### src/rtl/calc_operand_entry.sv
// Keypad-to-calculator operand entry: builds a signed decimal operand from key strobes
// and commits operands/operators to the calculator with a fixed-width en pulse.
module calc_operand_entry #(
  parameter int MAX_DIGITS     = 4,
  parameter int EN_HIGH_CYCLES = 2,
  parameter int EN_LOW_CYCLES  = 2
) (
  input  logic        clk,
  input  logic        reset,
  input  logic        key_valid,
  input  logic [3:0]  key_code,
  output logic [31:0] inputval,
  output logic [2:0]  op,
  output logic        en,
  output logic        isvalid,
  output logic        busy,
  output logic [31:0] entry_val,
  output logic [2:0]  digit_count
);

  typedef enum logic [1:0] {ENTRY, SEND_HI, SEND_LO} state_t;

  state_t      state, state_n;
  logic [15:0] cnt, cnt_n;
  logic [13:0] mag, mag_n;
  logic        neg, neg_n;
  logic        err, err_n;
  logic [2:0]  dc_n;
  logic [31:0] inputval_n;
  logic [2:0]  op_n;
  logic        en_n;
  logic [31:0] entry_n;
  logic [13:0] mag_dig;

  // mag*10 + d as shift-add; mag <= 999 whenever a digit is accepted
  assign mag_dig = (mag << 3) + (mag << 1) + 14'(key_code);

  always_comb begin
    state_n    = state;
    cnt_n      = cnt;
    mag_n      = mag;
    neg_n      = neg;
    err_n      = err;
    dc_n       = digit_count;
    inputval_n = inputval;
    op_n       = op;
    en_n       = en;
    case (state)
      ENTRY: begin
        if (key_valid) begin
          if (key_code <= 4'd9) begin
            if (digit_count < 3'(MAX_DIGITS)) begin
              mag_n = mag_dig;
              dc_n  = digit_count + 3'd1;
            end else begin
              err_n = 1'b1;
            end
          end else if (key_code <= 4'd13) begin
            if (!err) begin
              inputval_n = entry_val;
              op_n       = 3'(key_code - 4'd10);
              en_n       = 1'b1;
              state_n    = SEND_HI;
              cnt_n      = 16'(EN_HIGH_CYCLES - 1);
            end
          end else if (key_code == 4'd14) begin
            err_n      = 1'b0;
            inputval_n = 32'd0;
            op_n       = 3'd4;
            en_n       = 1'b1;
            state_n    = SEND_HI;
            cnt_n      = 16'(EN_HIGH_CYCLES - 1);
          end else begin
            neg_n = ~neg;
          end
        end
      end
      SEND_HI: begin
        if (cnt == 16'd0) begin
          en_n    = 1'b0;
          state_n = SEND_LO;
          cnt_n   = 16'(EN_LOW_CYCLES - 1);
          mag_n   = 14'd0;
          neg_n   = 1'b0;
          dc_n    = 3'd0;
        end else begin
          cnt_n = cnt - 16'd1;
        end
      end
      SEND_LO: begin
        if (cnt == 16'd0) state_n = ENTRY;
        else              cnt_n   = cnt - 16'd1;
      end
      default: state_n = ENTRY;
    endcase
    entry_n = neg_n ? -{18'd0, mag_n} : {18'd0, mag_n};
  end

  always_ff @(posedge clk) begin
    if (reset) begin
      state       <= ENTRY;
      cnt         <= 16'd0;
      mag         <= 14'd0;
      neg         <= 1'b0;
      err         <= 1'b0;
      digit_count <= 3'd0;
      inputval    <= 32'd0;
      op          <= 3'd0;
      en          <= 1'b0;
      isvalid     <= 1'b1;
      busy        <= 1'b0;
      entry_val   <= 32'd0;
    end else begin
      state       <= state_n;
      cnt         <= cnt_n;
      mag         <= mag_n;
      neg         <= neg_n;
      err         <= err_n;
      digit_count <= dc_n;
      inputval    <= inputval_n;
      op          <= op_n;
      en          <= en_n;
      isvalid     <= ~err_n;
      busy        <= (state_n != ENTRY);
      entry_val   <= entry_n;
    end
  end

endmodule

### config.mk
export PLATFORM = sky130hd
export DESIGN_NAME = calc_operand_entry
export DESIGN_NICKNAME = d
export VERILOG_FILES = /design/src/rtl/calc_operand_entry.sv
export SDC_FILE = /design/constraint.sdc
export NUM_CORES = 1
export LEC_CHECK = 0
export CAP_MARGIN = 40
export CORE_MARGIN = 2
export CORE_UTILIZATION = 59
export CTS_CLUSTER_SIZE = 25
export DETAILED_ROUTE_END_ITERATION = 7
export GPL_TIMING_DRIVEN = 0
export PLACE_DENSITY = 0.95
export SLEW_MARGIN = 20
export SYNTH_ARGS = -nofsm -noshare
export SYNTH_HDL_FRONTEND = slang
export SYNTH_SLANG_ARGS = --single-unit
### constraint.sdc
create_clock -name clk -period 7.5 [get_ports clk]
set_clock_uncertainty 0.15 [all_clocks]
set_input_delay 0.75 -clock clk [delete_from_list [all_inputs] [get_ports clk]]
set_output_delay 0.75 -clock clk [all_outputs]
set_load 0.02 [all_outputs]
# Word level (Yosys, flattened, before mapping)
# Cells that the tools add are included.
# totals
register_bits	107
in_bits	7
wordCells	101
# classes
n_addsub	6
magnitude_cmp	3
n_eq_ne	12
mux	52
bitwise	4
reduce_logical	11
# op_table
op	count
16-bit two-way mux	7
32-bit two-way mux	3
14-bit two-way mux	5
16-bit one-hot mux with 3 select lines	1
14-bit negation with 32-bit output	1
14-bit one-hot mux with 2 select lines	1
3-bit two-way mux	7
1-bit two-way mux	17
16-bit zero test	1
16-bit by 1-bit subtractor with 16-bit output, second input constant	1
14-bit adder	1
14-bit by 4-bit adder with 14-bit output	1
2-bit two-way mux	7
2-bit inequality test, second input constant	7
6-bit AND reduction	2
5-bit AND reduction	2
4-bit <= comparator, second input constant	2
3-bit inequality test, second input constant	2
2-bit one-hot mux with 3 select lines	1
3-bit one-hot mux with 2 select lines	1
2-bit nonzero test	3
4-bit equality test, second input constant	1
1-bit inverter	4
1-bit one-hot mux with 2 select lines	2
8 further kinds	8

# Depth between registers and ports, before layout
# depth
depth_word	8
mapped_depth	14
mapped_depth_nobuf	14

# Worst setup path after synthesis
# Ideal clock, no wire load.
# synth_timing
path_type	input to register
from	input key_code[3]
to	register entry_val[13]
setup_time_ns	0.128
arrival_time_ns	3.914
path_slack_ns	3.307
stages	14
n_path_buf	0
path_cell_list	inv_1 > fa_1 > inv_1 > ha_1 > a211o_1 > a211o_1 > a41oi_1 > mux2i_1 > nand2_1 > nor2_1 > and3_1 > ha_1 > o21ai_0 > a21oi_1
# synth_via
elab_chain_cells	7
elab_cells_between_ends	15
classes_between	2 x add/sub; 2 x order compare; 1 x eq/ne; 10 x mux
# synth_rtl
item	line_no	text
start: declaration	11	input logic [3:0] key_code,
14-bit by 4-bit adder with 14-bit output or 4-bit equality test (tied branches)	36, 66	
14-bit two-way mux or 1-bit two-way mux (tied branches)	52, 66	
14-bit two-way mux or 1-bit two-way mux (tied branches)	51, 58	
14-bit two-way mux or 1-bit two-way mux (tied branches)	50, 51	
14-bit one-hot mux with 2 select lines or 1-bit two-way mux (tied branches)	48, 50	
14-bit negation with 32-bit output or 1-bit one-hot mux with 2 select lines (tied branches)	96, 48	
14-bit two-way mux *	96	entry_n = neg_n ? -{18'd0, mag_n} : {18'd0, mag_n};
end signal: assignment	125	entry_val <= entry_n;
end: declaration	17	output logic [31:0] entry_val,
# Every way passes the cells marked *; elsewhere a longest branch is shown, timed or not.
# A chain may end at the register's enable or synchronous reset.

# Worst setup path after layout
# Ends and elaborated chain as after synthesis.

==> results.yml <==
status:
  status: "finished, final reports clean"
clocking:
  cts_tree: "done"
  cts_buffers: 9
  cts_setup_buffers: 0
  cts_root_buf: "clkbuf_8"
  clk_pin_slew_worst_paths_ns: 0.10
  numClockSinks: 96
  clock_latency_ns: 0.37
  htreeDepth: 3
  clock_path_buffers: 2
  cts_resized: 0
  cts-hold-fix-buffers: 0
timing:
  max_freq_mhz: 199
  tns_ns: 0
  min_period_ns: 5.01
  worst_pin_slew_ns: 0.850
  finalSetupViolations: 0
  finalCritPeriodShare_pct: 66.8
  rsz0062_at_grt: "no"
  maxSlewViolCount: 0
  slew_headroom_pct: 43.4
  timing.final.hold_violations: 0
worst_setup_path:
  end_kind: "flop"
  worst_ep_required_time_ns: 7.60
  path_max_fanout: 7
  crit_path_cell_trace: "clkdlybuf4s50_1 > inv_1 > fa_1 > inv_1 > ha_1 > a211o_1 > a211o_1 > a41oi_1 > mux2i_1 > nand2_1 > nor2_1 > and3_1 > ha_1 > o21ai_0 > a21oi_1"
  worstRegToRegCells: 14
  slowest_delay_ns: 0.59
  worstSetupPathType: "primary input to flop"
  cp-start-kind: "primary input"
  crit_slowest_cell: "clkdlybuf4s50_1"
  worst-endpoint-arrival_ns: 5.11
routing:
  wl_mm: 13.0
  ant_nets: 0
  num_vias: 4758
  drc: 0
  wire_per_inst_um: 16.7
  avgViaCountPerCell: 6.11
  first_pass_iters: 6
  drtIter0Drc: 490
power_and_ir_drop:
  peakVddDrop_mv: 0.233
  leakage_nw: 2.36
  p_per_area_nw_per_um2: 247
yosys:
  synthDistinctLibCells: 61
  avgSynthCellArea_um2: 8.51
  synth_top_area_share_pct: 39.1
  ys_seq_elements: 96
  yosysWarnings: 0
  netlist_instances: 578
  ys_seq_area_share_pct: 39.1
  yosysTopAreaCell: "dfxtp_1"
  ys.flop_type: "dfxtp_1"
  syn-num-nets: 618
  synth_edf_count: 0
  yosys-top-cells-area: "dfxtp_1, ha_1, a21oi_1"
  syn_area_um2: 4920
  async_flop_share_pct: 0
floorplanning:
  start_util_pct: 60.4
  dieArea_um2: 9080
  placeableCoreArea_um2: 8130
  die_w_um: 95.3
  num_rows: 33
  ios: 80
  fp.dieH_um: 95.3
placement:
  place_area_um2: 5840
  hpwlAfterDp_mm: 9.74
  gp_routability_congestion: 0.877
  port-buffer-count: 79
global_route:
  grt_max_degree: 18
  antenna_found_initial: 0
  grt_pass1_wl_mm: 20.7
  grt.total_usage_pct: 29.0
  grt_overflow_total: 0
  grt_pass1_vias: 4328
worst_hold_path:
  min_path_cells: 2
  worstHoldPathType: "flop to flop"
layout:
  fin_nets: 709
  fin_area_um2: 6040
  area_growth_pct: 22.8
  drive_gt1_share_pct: 8.01
  antenna_cells: 0
flow_run:
  cap_violations: 0
-- kinds of logic after synthesis --
logic type               synth area share [%]
AO/OA/AOI/OAI                            19.0
XOR/XNOR                                 3.56
adder cells (fa/ha/maj)                  8.70
buffers and inverters                    5.17
flip-flops                               39.1
multiplexers                             1.27
AND/OR/NAND/NOR                          23.2
-- power by group --
part | switching, mW | internal [mW]
clock | 0.194 | 0.134
sequential | 0.0461 | 0.561
combinational | 0.342 | 0.214
total | 0.582 | 0.909
-- stage by stage --
step	hold slack [ns]	util [%]	power (mW)	setup slack, ns	instances
after floorplan	0.305	-	1.01	3.31	578
after global placement	0.288	71.8	1.14	2.33	762
after detailed placement	0.297	71.8	1.16	2.23	762
after CTS	0.309	74.1	1.48	2.57	778
after global routing	0.324	74.2	1.57	2.20	779
final	0.308	74.2	1.49	2.49	779
-- flip-flops by register name, indices dropped and copies added, names as in the netlist --
signal,flops
entry_val,27
inputval,27
cnt,16
mag,13
digit_count,3
op,3
state,2
busy,1
en,1
err,1
isvalid,1
neg,1
-- cell usage in the layout, fill, tap and decap left out, drive strengths merged, types with 3 or more instances in the layout --
master	netlist	layout
nand3	40	40
a211oi	12	12
a211o	4	4
nor2	55	55
clkinvlp	0	4
a41oi	8	8
nor4b	3	3
a21oi	63	63
a21o	3	3
ha	31	31
xnor2	12	12
o21a	6	6
o211ai	3	3
or4	8	8
o21ai	22	22
buf	13	13
o31ai	5	5
mux2i	4	4
nand4	6	6
xor2	8	8
a31oi	4	4
nand2	59	59
nor3	17	17
clkbuf	22	33
dfxtp	96	96
and2	4	4
clkdlybuf4s50	0	79
inv	21	23
a22oi	4	4
nand2b	5	5
nor4	6	6
or2	4	4
-- area by class of cell --
cell class,count,area [um2]
timing repair buffer,80,798
buffer,35,175
clock inverter,6,52.6
tap,105,131
fill,553,2100
sequential,96,1920
multi-input combinational,426,2740
inverter,21,78.8
clock buffer,10,138
-- synthesized netlist by cell type, drive strengths merged, types with 3 or more instances --
| master | count |
|---|---|
| inv | 21 |
| o21ai | 22 |
| a211oi | 12 |
| nor4 | 6 |
| and2 | 4 |
| a41oi | 8 |
| o211ai | 3 |
| nor2 | 55 |
| nand2 | 59 |
| buf | 13 |
| nand3 | 40 |
| or4 | 8 |
| a211o | 4 |
| nor3 | 17 |
| xnor2 | 12 |
| a31oi | 4 |
| a21o | 3 |
| o21a | 6 |
| dfxtp | 96 |
| mux2i | 4 |
| or2 | 4 |
| ha | 31 |
| nor4b | 3 |
| xor2 | 8 |
| a21oi | 63 |
| a22oi | 4 |
| nand2b | 5 |
| nand4 | 6 |
| o31ai | 5 |
| clkbuf | 22 |
-- critical path: cells and delay by family --
kind	cells	cell delay, ns
mux	1	0.49
simple gates	3	0.79
buf+inv	3	0.75
compound gates	5	1.20
fa+ha+maj	3	1.09
-- per-layer routing --
| layer | wire length (um) | vias up | GRT usage, % |
|---|---|---|---|
| li1 | - | 2251 | - |
| met1 | 5490 | 2228 | 36.3 |
| met2 | 6230 | 243 | 48.8 |
| met3 | 901 | 36 | 5.77 |
| met4 | 380 | 0 | 11.8 |
| met5 | 0 | - | 0 |
-- path summary, 6_finish.rpt --
path,slack [ns],start,endpoint
worst max-delay path,2.49,key_code[3],entry_val[13]$_SDFF_PP0_
worst max register to register,3.00,entry_val[0]$_SDFF_PP0_,entry_val[13]$_SDFF_PP0_
worst min register to register,0.31,inputval[8]$_SDFFE_PP0P_,inputval[8]$_SDFFE_PP0P_
worst min-delay path,0.31,inputval[8]$_SDFFE_PP0P_,inputval[8]$_SDFFE_PP0P_
Power figures use the tool's default switching activity.
